## src/rtl/instr_fetch_unit.sv

```systemverilog
// ---------------------------------------------------------------------------
// instr_fetch_unit
//   Fetch stage ahead of decode. Holds the PC, drives the instruction-memory
//   request handshake and owns the IF/ID register (instr / pc / op / func).
//   A one-entry skid buffer catches a response that lands while decode is
//   stalled; a branch redirect flushes the slot and the buffer.
//
// Ports
//   clk          clock, rising edge
//   rst          asynchronous, active-low reset
//   id_stall     decode cannot accept a new instruction
//   br_taken     one-cycle redirect pulse (highest priority)
//   br_target    redirect address, low two bits ignored
//   imem_req     fetch request valid          (decoded from state)
//   imem_addr    fetch address = pc           (decoded from pc register)
//   imem_rdata   instruction word from memory
//   imem_ready   response valid for imem_addr
//   if_valid     IF/ID slot holds a live instruction
//   if_instr     IF/ID instruction word (NOP when empty/flushed)
//   if_pc        address of if_instr
//   op / func    if_instr[31:26] / if_instr[5:0], registered with if_instr
//
// Configuration
//   IFETCH_PERF_CNT_EN : adds saturating perf_fetch_cnt / perf_stall_cnt.
// ---------------------------------------------------------------------------
module instr_fetch_unit #(
    parameter int            AW       = 32,
    parameter logic [AW-1:0] RESET_PC = '0,
    parameter logic [31:0]   NOP      = 32'h0000_0000
) (
    input  logic          clk,
    input  logic          rst,
    input  logic          id_stall,
    input  logic          br_taken,
    input  logic [AW-1:0] br_target,
    output logic          imem_req,
    output logic [AW-1:0] imem_addr,
    input  logic [31:0]   imem_rdata,
    input  logic          imem_ready,
    output logic          if_valid,
    output logic [31:0]   if_instr,
    output logic [AW-1:0] if_pc,
    output logic [5:0]    op,
`ifdef IFETCH_PERF_CNT_EN
    output logic [31:0]   perf_fetch_cnt,
    output logic [31:0]   perf_stall_cnt,
`endif
    output logic [5:0]    func
);

    typedef enum logic [1:0] {IDLE, FETCH, HOLD} state_t;

    state_t        state_reg, state_next;
    logic [AW-1:0] pc_reg, pc_next;
    logic [31:0]   buf_instr_reg, buf_instr_next;
    logic [AW-1:0] buf_pc_reg, buf_pc_next;
    logic          if_valid_reg, if_valid_next;
    logic [31:0]   if_instr_reg, if_instr_next;
    logic [AW-1:0] if_pc_reg, if_pc_next;
    logic [5:0]    op_reg, op_next;
    logic [5:0]    func_reg, func_next;

    logic          slot_free;
    logic          ifid_write;
    logic [31:0]   wr_instr;
    logic [AW-1:0] wr_pc;

    assign slot_free = !if_valid_reg || !id_stall;

    always_ff @(posedge clk or negedge rst) begin
        if (!rst) state_reg <= IDLE;
        else      state_reg <= state_next;
    end

    always_comb begin
        state_next     = state_reg;
        pc_next        = pc_reg;
        buf_instr_next = buf_instr_reg;
        buf_pc_next    = buf_pc_reg;
        if_valid_next  = if_valid_reg;
        if_instr_next  = if_instr_reg;
        if_pc_next     = if_pc_reg;
        op_next        = op_reg;
        func_next      = func_reg;
        ifid_write     = 1'b0;
        wr_instr       = imem_rdata;
        wr_pc          = pc_reg;

        case (state_reg)
            IDLE: state_next = FETCH;
            FETCH: begin
                if (imem_ready) begin
                    pc_next = pc_reg + AW'(4);
                    if (slot_free) begin
                        ifid_write = 1'b1;
                    end else begin
                        buf_instr_next = imem_rdata;
                        buf_pc_next    = pc_reg;
                        state_next     = HOLD;
                    end
                end
            end
            HOLD: begin
                if (slot_free) begin
                    ifid_write = 1'b1;
                    wr_instr   = buf_instr_reg;
                    wr_pc      = buf_pc_reg;
                    state_next = FETCH;
                end
            end
            default: state_next = IDLE;
        endcase

        if (ifid_write) begin
            if_valid_next = 1'b1;
            if_instr_next = wr_instr;
            if_pc_next    = wr_pc;
            op_next       = wr_instr[31:26];
            func_next     = wr_instr[5:0];
        end else if (!id_stall) begin
            // decode took the instruction and nothing replaces it
            if_valid_next = 1'b0;
            if_instr_next = NOP;
            op_next       = NOP[31:26];
            func_next     = NOP[5:0];
        end

        // Redirect wins over everything, including a same-cycle response;
        // leaving HOLD is enough to discard the buffered word.
        if (br_taken) begin
            ifid_write    = 1'b0;
            state_next    = FETCH;
            pc_next       = br_target & ~AW'(3);
            if_valid_next = 1'b0;
            if_instr_next = NOP;
            op_next       = NOP[31:26];
            func_next     = NOP[5:0];
        end
    end

    always_ff @(posedge clk or negedge rst) begin
        if (!rst) begin
            pc_reg        <= RESET_PC;
            buf_instr_reg <= NOP;
            buf_pc_reg    <= '0;
            if_valid_reg  <= 1'b0;
            if_instr_reg  <= NOP;
            if_pc_reg     <= '0;
            op_reg        <= 6'd0;
            func_reg      <= 6'd0;
        end else begin
            pc_reg        <= pc_next;
            buf_instr_reg <= buf_instr_next;
            buf_pc_reg    <= buf_pc_next;
            if_valid_reg  <= if_valid_next;
            if_instr_reg  <= if_instr_next;
            if_pc_reg     <= if_pc_next;
            op_reg        <= op_next;
            func_reg      <= func_next;
        end
    end

    assign imem_req  = (state_reg == FETCH);
    assign imem_addr = pc_reg;
    assign if_valid  = if_valid_reg;
    assign if_instr  = if_instr_reg;
    assign if_pc     = if_pc_reg;
    assign op        = op_reg;
    assign func      = func_reg;

`ifdef IFETCH_PERF_CNT_EN
    logic [31:0] fetch_cnt_reg, stall_cnt_reg;
    logic        stall_cycle;

    assign stall_cycle = (imem_req && !imem_ready) || (state_reg == HOLD);

    always_ff @(posedge clk or negedge rst) begin
        if (!rst) begin
            fetch_cnt_reg <= '0;
            stall_cnt_reg <= '0;
        end else begin
            if (ifid_write && fetch_cnt_reg != 32'hFFFF_FFFF)
                fetch_cnt_reg <= fetch_cnt_reg + 32'd1;
            if (stall_cycle && stall_cnt_reg != 32'hFFFF_FFFF)
                stall_cnt_reg <= stall_cnt_reg + 32'd1;
        end
    end

    assign perf_fetch_cnt = fetch_cnt_reg;
    assign perf_stall_cnt = stall_cnt_reg;
`endif

endmodule
```

## config.mk

```make
export PLATFORM = sky130hd
export DESIGN_NAME = instr_fetch_unit
export DESIGN_NICKNAME = d
export VERILOG_FILES = /design/src/rtl/instr_fetch_unit.sv
export SDC_FILE = /design/constraint.sdc
export NUM_CORES = 1
export LEC_CHECK = 0
export ABC_AREA = 0
export BUFFER_PORTS_ARGS = -buffer_cell sky130_fd_sc_hd__buf_4
export CAP_MARGIN = 25
export CORE_ASPECT_RATIO = 0.6
export CORE_MARGIN = 2
export CORE_UTILIZATION = 58
export DETAILED_ROUTE_END_ITERATION = 6
export PLACE_DENSITY = 0.89
export SYNTH_ARGS = -nofsm -noshare
export SYNTH_HDL_FRONTEND = slang
export SYNTH_SLANG_ARGS = --single-unit
export TNS_END_PERCENT = 1
```

## constraint.sdc

```tcl
create_clock -name clk -period 5.9 [get_ports clk]
set_input_delay 0.885 -clock clk [delete_from_list [all_inputs] [get_ports clk]]
set_output_delay 0.885 -clock clk [all_outputs]
set_load 0.01 [all_outputs]
```

==> results.sh <==
export IMPL_tns_ns=0
export IMPL_outcome="completed"
export IMPL_cts_buffers_inserted=17
export IMPL_n_fill_cell=793
export IMPL_cp_end_kind="flop"
export IMPL_cts_hold_buf=0
export IMPL_synth_top_area_share_pct=55.1
export IMPL_peakVddDrop_uv=349
export IMPL_std_cell_rows=31
export IMPL_crit_required_ns=6.19
export IMPL_arrival_ns=2.99
export IMPL_die_area_mm2=0.0135
export IMPL_first_pass_iters=5
export IMPL_rsz0062_at_grt="false"
export IMPL_clock_skew_ns=0.0102
export IMPL_yosysTopAreaCell="dfrtp_1"
export IMPL_drive_above_1_share_pct=35.7
export IMPL_powerDensity_mw_per_mm2=412
export IMPL_cp_max_fo=36
export IMPL_grt_use_total_pct=28.9
export IMPL_worst_slew_pin_slew_ns=0.939
export IMPL_setup_violations=0
export IMPL_synth_edf_count=0
export IMPL_die_h_um=91.0
export IMPL_ys_seq_elements=161
export IMPL_wl_per_cell_um=19.8
export IMPL_insertion_delay_ns=0.42
export IMPL_maxCapViolations=0
export IMPL_grt_pass1_wl_mm=30.5
export IMPL_clock_fmax_mhz=370
export IMPL_total_power_mw=3.81
export IMPL_diodes=0
export IMPL_netlist_cell_type_count=39
export IMPL_synth_cells=625
export IMPL_cts_root_buf="clkbuf_16"
export IMPL_post_cts_resize_count=0
export IMPL_p_leak_nw=4.05
export IMPL_avgSynthCellArea_um2=11.7
export IMPL_hold_class="reg2reg"
export IMPL_antenna_found_initial=0
export IMPL_grt_pass1_vias=5850
export IMPL_relSlewSlack_pct=37.0
export IMPL_grt_max_degree=91
export IMPL_final_max_slew_viol_count=0
export IMPL_coreArea_mm2=0.0122
export IMPL_syn_area_mm2=0.00731
export IMPL_synthFlopType="dfrtp_1"
export IMPL_fin_crit_sh_pct=45.8
export IMPL_clkSinkCount=161
export IMPL_gr_total_overflow=0
export IMPL_tritoncts="built"
export IMPL_setup_worst_path_class="in2reg"
export IMPL_yosysSeqAreaShare_pct=55.1
export IMPL_vias=5646
export IMPL_critPathLaunchType="input port"
export IMPL_pin_count=179
export IMPL_drc=0
export IMPL_gp_congestion=0.854
export IMPL_setup_slack_ns=3.20
export IMPL_path_clk_slew_ns=0.06
export IMPL_port_buffers=174
export IMPL_die_w_um=149
export IMPL_fin_crit_ns=2.70
export IMPL_start_util_pct=60.0
export IMPL_nNetsFinal=842
export IMPL_pre_cts_slack_ns=2.82
export IMPL_post_cts_repair_setup_buffers=0
export IMPL_routed_via_density=5.97
export IMPL_async_reset_ff_share_pct=100
export IMPL_wirelength_mm=18.8
export IMPL_cts_max_level=4
export IMPL_drtIter0Drc=368
export IMPL_ys_top_cells_by_area="dfrtp_1 (55%), mux2_2 (9.1%), mux2i_1 (8.2%)"
export IMPL_dpl_hpwl_mm=12.4
export IMPL_cts_max_path_buffers=2
export IMPL_areaGrowthSynthToFinish_pct=26.6
export IMPL_finalHoldViolations=0
export IMPL_drt_antenna_violating_nets=0
export IMPL_synth_warnings=0
-- metal layers --
layer / up-vias / part of all wire, % / global-route usage, % / wire length (um)
met2: 273 / 48 / 46.6 / 9000
met3: 32 / 8.7 / 7.14 / 1630
met5: - / 0 / 0 / 0
li1: 2558 / - / - / -
met1: 2783 / 41 / 38.8 / 7760
met4: 0 / 2.0 / 9.60 / 382
-- cells in the mapped netlist (3+ instances only) --
master and number:
or4_1 16, or3_1 3, and2_1 4, buf_4 14
a31oi_1 16, clkbuf_1 25, o21ai_0 19, ha_1 5
inv_1 5, xor2_1 6, and4_1 4, buf_1 8
nand3_1 10, nand4_1 9, mux2i_1 60, nor2_1 49
and3_1 3, mux2_2 59, nand2_1 32, a21oi_1 38
o31ai_1 14, xnor2_1 6, buf_2 8, dfrtp_1 161
o2bb2ai_1 32
-- metrics by stage --
stage	std cells	util (%)	cell area (um^2)	hold WS (ns)
6_report	946	76.0	9250	0.493
5_1_grt	946	76.0	9250	0.511
4_1_cts	945	75.8	9230	0.500
3_5_place_dp	913	70.9	8630	0.471
3_3_place_gp	911	70.4	8580	0.463
2_1_floorplan	626	-	7310	0.450
-- worst paths after layout --
path | to | slack (ns) | start | cells after the start
max | if_instr[19]$_DFFE_PN0P_ | 3.20 | br_taken | 5
min | buf_pc_reg[24]$_DFFE_PN0P_ | 0.49 | buf_pc_reg[24]$_DFFE_PN0P_ | 2
max reg2reg | imem_addr[19]$_DFFE_PN0P_ | 3.29 | state_reg[1]$_DFFE_PN0P_ | 6
min reg2reg | buf_pc_reg[24]$_DFFE_PN0P_ | 0.49 | buf_pc_reg[24]$_DFFE_PN0P_ | 2
max in group asynchronous | if_instr[25]$_DFFE_PN0P_ | 4.01 | rst | 2
min in group asynchronous | imem_addr[27]$_DFFE_PN0P_ | 0.52 | rst | 1
-- logic make-up after synthesis --
group / after synthesis / share of synthesized area, %
AO/OA/AOI/OAI: 126 / 11.4
XOR/XNOR: 12 / 1.44
adder cells (fa/ha/maj): 5 / 0.856
buffers and inverters: 63 / 4.30
flip-flops: 161 / 55.1
multiplexers: 119 / 17.3
other: 1 / 0.0513
AND/OR/NAND/NOR: 138 / 9.55
-- power by group --
part	total [mW]	switching [mW]	internal [mW]
clock network	1.12	0.480	0.637
registers	1.72	0.251	1.47
logic	0.973	0.461	0.512
-- critical path, stage by stage --
cell	delay (ns)
buf_4	0.26
clkinv_1	0.81
nand2_1	0.67
buf_16	0.23
o2bb2ai_1	0.11
-- cell usage in the layout (no fill, tap or decap), types with 16 or more instances in the layout --
cell type	count
nand2_1	32
o2bb2ai_1	32
or4_1	16
o21ai_0	19
dfrtp_1	161
a21oi_1	38
clkbuf_16	17
nor2_1	49
buf_4	176
mux2_2	59
a31oi_1	16
mux2i_1	60
-- layout make-up --
class                      count  area [um^2]  share of cell area (%)
tap                          165          206                    2.23
multi-input combinational    402         2990                    32.3
timing repair buffer         180         1410                    15.2
inverter                       6         22.5                   0.243
clock buffer                  17          425                    4.60
sequential                   161         4030                    43.5
clock inverter                15          178                    1.92
Power figures use the tool's default switching activity.
